File: src/rtl/frame_tx_ctrl.sv
`timescale 1ns/1ps
`default_nettype none
// ============================================================================
// Module      : frame_tx_ctrl
// Description : Frame-level transmit sequencer. Pulls frame_len words from the
//               PRBS word generator, serialises each LSB-first at a
//               programmable bit rate (one bit per speedctr+1 clocks), then
//               holds the line idle for gap_cycles clocks. Reports busy,
//               frame completion, abort and dropped-request status.
// Revision    : 1.0 - initial release
// ============================================================================
module frame_tx_ctrl #(
    parameter int WORD_W  = 10,
    parameter int SPEED_W = 4,
    parameter int LEN_W   = 8,
    parameter int GAP_W   = 8
) (
    input  logic               clk,
    input  logic               rst_n,
    input  logic               send_req,
    input  logic               abort,
    input  logic [SPEED_W-1:0] speedctr,
    input  logic [LEN_W-1:0]   frame_len,
    input  logic [GAP_W-1:0]   gap_cycles,
    input  logic [WORD_W-1:0]  word_data,
    output logic               word_ld,
    output logic               tx_out,
    output logic               bit_tick,
    output logic               busy,
    output logic               frame_done,
    output logic               aborted,
    output logic               req_dropped
);

    localparam int                 c_BIT_W    = (WORD_W > 1) ? $clog2(WORD_W) : 1;
    localparam logic [c_BIT_W-1:0] c_LAST_BIT = c_BIT_W'(WORD_W - 1);

    localparam logic [1:0] c_ST_IDLE  = 2'd0;
    localparam logic [1:0] c_ST_SHIFT = 2'd1;
    localparam logic [1:0] c_ST_GAP   = 2'd2;

    logic [1:0]         r_state;
    // Bit 0 of the word lives in r_tx_out; r_shreg holds the bits still to go.
    logic [WORD_W-2:0]  r_shreg;
    logic               r_tx_out;
    logic [SPEED_W-1:0] r_spd_l;
    logic [LEN_W-1:0]   r_len_l;
    logic [GAP_W-1:0]   r_gap_l;
    logic [SPEED_W-1:0] r_div_cnt;
    logic [c_BIT_W-1:0] r_bit_cnt;
    logic [LEN_W-1:0]   r_word_cnt;
    logic [GAP_W-1:0]   r_gap_cnt;
    logic               r_frame_done;
    logic               r_aborted;
    logic               r_req_dropped;

    logic w_start;
    logic w_tick;
    logic w_last_bit;
    logic w_last_word;
    logic w_reload;

    assign w_start     = (r_state == c_ST_IDLE) && send_req && !abort && (frame_len != '0);
    assign w_tick      = (r_state == c_ST_SHIFT) && (r_div_cnt == r_spd_l);
    assign w_last_bit  = (r_bit_cnt == c_LAST_BIT);
    assign w_last_word = (r_word_cnt == (r_len_l - 1'b1));
    // Mid-frame word fetch; an abort in the same cycle cancels it.
    assign w_reload    = w_tick && w_last_bit && !w_last_word && !abort;

    assign word_ld     = rst_n && (w_start || w_reload);
    assign bit_tick    = w_tick;
    assign busy        = (r_state != c_ST_IDLE);
    assign tx_out      = r_tx_out;
    assign frame_done  = r_frame_done;
    assign aborted     = r_aborted;
    assign req_dropped = r_req_dropped;

    // Sequencer: state, counters, shift register and registered status pulses.
    always_ff @(posedge clk) begin
        if (!rst_n) begin
            r_state       <= c_ST_IDLE;
            r_shreg       <= '0;
            r_tx_out      <= 1'b0;
            r_spd_l       <= '0;
            r_len_l       <= '0;
            r_gap_l       <= '0;
            r_div_cnt     <= '0;
            r_bit_cnt     <= '0;
            r_word_cnt    <= '0;
            r_gap_cnt     <= '0;
            r_frame_done  <= 1'b0;
            r_aborted     <= 1'b0;
            r_req_dropped <= 1'b0;
        end else begin
            r_frame_done  <= 1'b0;
            r_aborted     <= 1'b0;
            r_req_dropped <= 1'b0;
            case (r_state)
                c_ST_IDLE: begin
                    r_tx_out <= 1'b0;
                    if (send_req && !abort) begin
                        if (frame_len == '0) begin
                            r_req_dropped <= 1'b1;
                        end else begin
                            r_tx_out   <= word_data[0];
                            r_shreg    <= word_data[WORD_W-1:1];
                            r_spd_l    <= speedctr;
                            r_len_l    <= frame_len;
                            r_gap_l    <= gap_cycles;
                            r_div_cnt  <= '0;
                            r_bit_cnt  <= '0;
                            r_word_cnt <= '0;
                            r_state    <= c_ST_SHIFT;
                        end
                    end
                end
                c_ST_SHIFT: begin
                    if (send_req) begin
                        r_req_dropped <= 1'b1;
                    end
                    if (abort) begin
                        r_tx_out  <= 1'b0;
                        r_aborted <= 1'b1;
                        r_state   <= c_ST_IDLE;
                    end else if (w_tick) begin
                        r_div_cnt <= '0;
                        if (!w_last_bit) begin
                            r_tx_out  <= r_shreg[0];
                            r_shreg   <= r_shreg >> 1;
                            r_bit_cnt <= r_bit_cnt + 1'b1;
                        end else if (!w_last_word) begin
                            r_tx_out   <= word_data[0];
                            r_shreg    <= word_data[WORD_W-1:1];
                            r_bit_cnt  <= '0;
                            r_word_cnt <= r_word_cnt + 1'b1;
                        end else begin
                            r_tx_out <= 1'b0;
                            if (r_gap_l == '0) begin
                                r_frame_done <= 1'b1;
                                r_state      <= c_ST_IDLE;
                            end else begin
                                r_gap_cnt <= '0;
                                r_state   <= c_ST_GAP;
                            end
                        end
                    end else begin
                        r_div_cnt <= r_div_cnt + 1'b1;
                    end
                end
                c_ST_GAP: begin
                    r_tx_out <= 1'b0;
                    if (send_req) begin
                        r_req_dropped <= 1'b1;
                    end
                    if (abort) begin
                        r_aborted <= 1'b1;
                        r_state   <= c_ST_IDLE;
                    end else if (r_gap_cnt == (r_gap_l - 1'b1)) begin
                        r_frame_done <= 1'b1;
                        r_state      <= c_ST_IDLE;
                    end else begin
                        r_gap_cnt <= r_gap_cnt + 1'b1;
                    end
                end
                default: begin
                    r_tx_out <= 1'b0;
                    r_state  <= c_ST_IDLE;
                end
            endcase
        end
    end

endmodule
`default_nettype wire

File: config.mk
export PLATFORM = sky130hd
export DESIGN_NAME = frame_tx_ctrl
export DESIGN_NICKNAME = d
export VERILOG_FILES = /design/src/rtl/frame_tx_ctrl.sv
export SDC_FILE = /design/constraint.sdc
export NUM_CORES = 1
export LEC_CHECK = 0
export ABC_AREA = 0
export BUFFER_PORTS_ARGS = -buffer_cell sky130_fd_sc_hd__buf_2
export CORE_UTILIZATION = 55
export CTS_CLUSTER_DIAMETER = 30
export DETAILED_ROUTE_END_ITERATION = 8
export PLACE_DENSITY_LB_ADDON = 0.3
export SETUP_SLACK_MARGIN = 0.4
export SLEW_MARGIN = 20
export SYNTH_ARGS = -nofsm -noshare
export SYNTH_HDL_FRONTEND = slang
export SYNTH_SLANG_ARGS = --single-unit
File: constraint.sdc
create_clock -name clk -period 7.5 [get_ports clk]
set_clock_uncertainty 0.05 [all_clocks]
set_input_delay 1.125 -clock clk [delete_from_list [all_inputs] [get_ports clk]]
set_output_delay 1.125 -clock clk [all_outputs]
set_load 0.01 [all_outputs]
---- Word level (Yosys, flattened, before mapping) ----
Index checks and enable logic that the tools add are counted.
word-level totals
  input port bits ......................... 34
  bits in registers ....................... 59
  RAM bits ................................ 0
  memory bits (read-only) ................. 0
  bits in latches ......................... 0
  output and inout bits ................... 7
  memories ................................ 0
  word-level logic and storage cells ...... 130
operators by class
  $add $sub $neg .......................... 6
  bitwise operators ....................... 1
  $lt $le $gt $ge ......................... 0
  $mul .................................... 0
  multiplexer cells ....................... 62
  shift-type cells ........................ 0
  eq/ne operators ......................... 21
  reduce and logical (&&, ||, !) cells .... 27
  divide/modulo/power cells ............... 0
operators with widths
  cell                   count
  $mux W8                13
  $mux W9                6
  $mux W4                8
  $pmux W8 S2            2
  $mux W2                9
  $ne A2 B2 Y1 const B   9
  $pmux W9 S2            1
  $mux W1                17
  $add A8 B1 Y8 const B  2
  $eq A8 B8 Y1           2
  $logic_not A8 Y1       2
  $pmux W4 S2            2
  $sub A8 B1 Y8 const B  2
  $ne A3 B3 Y1 const B   5
  $reduce_and A6 Y1      2
  $logic_and A1 B1 Y1    9
  $add A4 B1 Y4 const B  2
  $reduce_and A8 Y1      1
  $reduce_bool A8 Y1     1
  $reduce_and A7 Y1      1
  $pmux W1 S2            3
  $pmux W2 S3            1
  $reduce_bool A2 Y1     3
  $eq A4 B4 Y1           1
  12 further kinds       13

---- Longest topological paths before layout ----
  depth after elaboration ................. 7
  gate-level depth with buffers ........... 11
  gate-level depth less buffers ........... 9

---- Worst setup path after synthesis ----
Ideal clock, no wire load.
  kind .................................... input -> output
  start ................................... input port frame_len[7]
  end ..................................... output port word_ld
  required time ........................... 6.325 ns
  arrival time ............................ 2.405 ns
  stages on the path ...................... 6
  buffers on the path ..................... 1
  path slack .............................. 3.920 ns
  path through ............................ or4_1 o21ai_0 nor3_1 clkbuf_1 a21oi_1 nor2_1
between the ends
  word-level cells in the longest chain between the ends .. 4
ends and longest elaborated chain
  element              line  RTL
  from (decl)          23    input logic [LEN_W-1:0] frame_len,
  $reduce_bool A8 Y1   63    assign w_start = (r_state == c_ST_IDLE) && send_req && !abort && (frame_len != '0);
  $logic_and A1 B1 Y1  63
  $logic_or A1 B1 Y1   70    assign word_ld = rst_n && (w_start || w_reload);
  $logic_and A1 B1 Y1  70
  to (decl)            26    output logic word_ld,
Every way passes these cells.

---- Worst setup path in the final report ----
  start ................................... input port rst_n
  end ..................................... output port word_ld
between the ends
  word-level cells in the longest chain between the ends .. 1
ends and longest elaborated chain
  element              line  RTL
  from (decl)          19    input logic rst_n,
  $logic_and A1 B1 Y1  70
Every way passes these cells.

==> results.json <==
{
  "outcome": "finished, final reports clean",
  "powerDensity_mw_per_mm2": 241,
  "async_reset_ff_share_pct": 0,
  "crit_type": "in2out",
  "yosysMostFrequentCell": "nand2_1",
  "synth_nets": 474,
  "antenna_found_initial": 0,
  "avgRoutedWirePerCell_um": 14.4,
  "synth_seq_cells": 59,
  "seq_area_frac_synth_pct": 35.3,
  "grt-ovfl-total": 0,
  "drcViolationCount": 0,
  "yosys.area.top_type": "dfxtp_1",
  "diodes": 0,
  "htreeDepth": 3,
  "max_freq_mhz": 251,
  "grt_max_degree": 37,
  "power.total_uw": 898,
  "numCtsBuffers": 9,
  "grt.busiest_layer": "met2",
  "yosys-top-cells-count": "78 x nand2_1, 59 x dfxtp_1, 41 x a21oi_1, 35 x nor2_1, 20 x clkbuf_1",
  "yosys_warnings": 0,
  "met1_usage_pct": 32.1,
  "maxCapViolCount": 0,
  "dpl.hpwl_um": 5570,
  "port_buffers": 40,
  "routed_via_density": 5.87,
  "pin_count": 41,
  "ctsResizeCount": 0,
  "leakage_nw": 1.41,
  "finalWeightedCongestion": 0.859,
  "synthCells": 429,
  "coreArea_sq_mm": 0.00589,
  "drv_slew": 0,
  "synth_top_flop_cell": "dfxtp_1",
  "period_share_pct": 53.1,
  "clkSlewWorstSetupHoldPaths_ps": 60,
  "crit_arrival_ps": 2810,
  "hold_path_class": "reg2reg",
  "clk_latency_ps": 340,
  "grt_pass1_vias": 2914,
  "drt_iter0_drc": 139,
  "cts_tree": "yes",
  "hold_viol": 0,
  "area_growth_pct": 11.5,
  "synthDistinctLibCells": 54,
  "cts_setup_buffers": 0,
  "period_minus_slack_ps": 3990,
  "rsz0062_at_grt": "no",
  "end_kind": "output port",
  "drtAntennaViolNets": 0,
  "cp-start-kind": "primary input",
  "met2_usage_pct": 41.0,
  "initial_utilization_pct": 56.8,
  "synth_edf_count": 0,
  "cp.required_ps": 6320,
  "die_y_um": 80.0,
  "drive_gt1_share_pct": 13.8,
  "cp_max_fo": 36,
  "netlist_area_sq_mm": 0.00335,
  "cts-root-buf": "clkbuf_8",
  "worst_slew_pin_slew_ps": 982,
  "vias": 3162,
  "die_area_sq_mm": 0.00640,
  "wl_um": 7740,
  "fillCellCount": 515,
  "rows": 28,
  "nets": 504,
  "synth.avg_cell_area_sq_um": 7.80,
  "grt_use_met3_pct": 4.91,
  "synth_top_area_share_pct": 35.3,
  "groute.usage.overall_pct": 25.5,
  "numClockSinks": 59,
  "setup_violations": 0,
  "clock_path_buffers": 2,
  "final.setup.tns_ps": 0,
  "die_x_um": 80.0,
  "synth_area_leaders": "dfxtp_1 35%, nand2_1 8.8%, a21oi_1 6.1%, ha_1 4.1%, nor2_1 3.9%",
  "grt_pass1_wl_um": 12800,
  "slew_headroom_pct": 34.2,
  "cts_hold_buffers": 0,
  "dr.pass1.iters": 4,
  "vdd_drop_max_uv": 159
}
==> power by group <==
| group | internal, mW | leakage, nW | total (mW) | switching [mW] |
|---|---|---|---|---|
| Clock | 0.137 | 0.0905 | 0.255 | 0.118 |
| Sequential | 0.342 | 0.479 | 0.367 | 0.0254 |
| Combinational | 0.0965 | 0.840 | 0.275 | 0.179 |
==> per-stage QoR <==
stage / util, % / setup slack [ps] / hold slack [ps] / cell area (sq um) / std cells
2_1_floorplan: - / 3920 / 382 / 3350 / 429
3_3_place_gp: 60.4 / 3550 / 393 / 3560 / 523
3_5_place_dp: 60.4 / 3590 / 403 / 3560 / 523
4_1_cts: 63.4 / 3560 / 409 / 3730 / 539
5_1_grt: 63.4 / 3420 / 439 / 3730 / 539
6_report: 63.4 / 3510 / 406 / 3730 / 539
==> layout by cell type, fill, tap and decap left out, drive strengths merged, types with 10 or more instances in the layout <==
cell type  Yosys  final
a311oi        10     10
ha            11     11
o21ai         14     14
nand2         78     78
nor2          36     36
xor2          11     11
inv           12     12
buf            4     43
a21oi         41     41
dfxtp         59     59
clkbuf        20     14
xnor2         14     14
nand3         13     13
==> area by class of cell <==
class                   instances  area (sq um)  area share, %
multi-input cells             333          2010           53.9
flip-flops and latches         59          1180           31.7
repair buffers                 43           223           5.97
clock buffers                  14           163           4.36
well taps                      75          93.8           2.52
inverters                      13          48.8           1.31
clock inverters                 2          10.0          0.268
==> path summary, 6_finish.rpt <==
check                           slack (ps)        from  cells after the start    endpoint
worst max-delay path                  3510       rst_n                      4     word_ld
worst min-delay path                   410  r_shreg[8]                      2  r_shreg[8]
worst max register to register        4390  r_state[1]                      9  r_shreg[4]
worst min register to register         410  r_shreg[8]                      2  r_shreg[8]
==> metal layers <==
layer / vias to the layer above / part of all wire [%]
li1: 1590 / -
met1: 1480 / 48
met2: 81 / 46
met3: 11 / 4.4
met4: 0 / 1.8
met5: - / 0
==> critical path, stage by stage <==
cell and delay, ps:
buf_2 260, clkinv_1 840, nor2_1 390, buf_2 180
==> state kept, by name (all words and copies together), names as in the netlist, 2 cells and up <==
signal / count
r_shreg: 9
r_gap_cnt: 8
r_gap_l: 8
r_len_l: 8
r_word_cnt: 8
r_bit_cnt: 4
r_div_cnt: 4
r_spd_l: 4
r_state: 2
==> cell families after synthesis <==
family,Yosys count,share of synthesized area (%)
AND/OR/NAND/NOR,195,29.0
multiplexers,5,1.50
adder cells (fa/ha/maj),11,4.11
flip-flops,59,35.3
buffers and inverters,37,4.75
AO/OA/AOI/OAI,97,18.8
XOR/XNOR,25,6.54
Power figures use the tool's default switching activity.
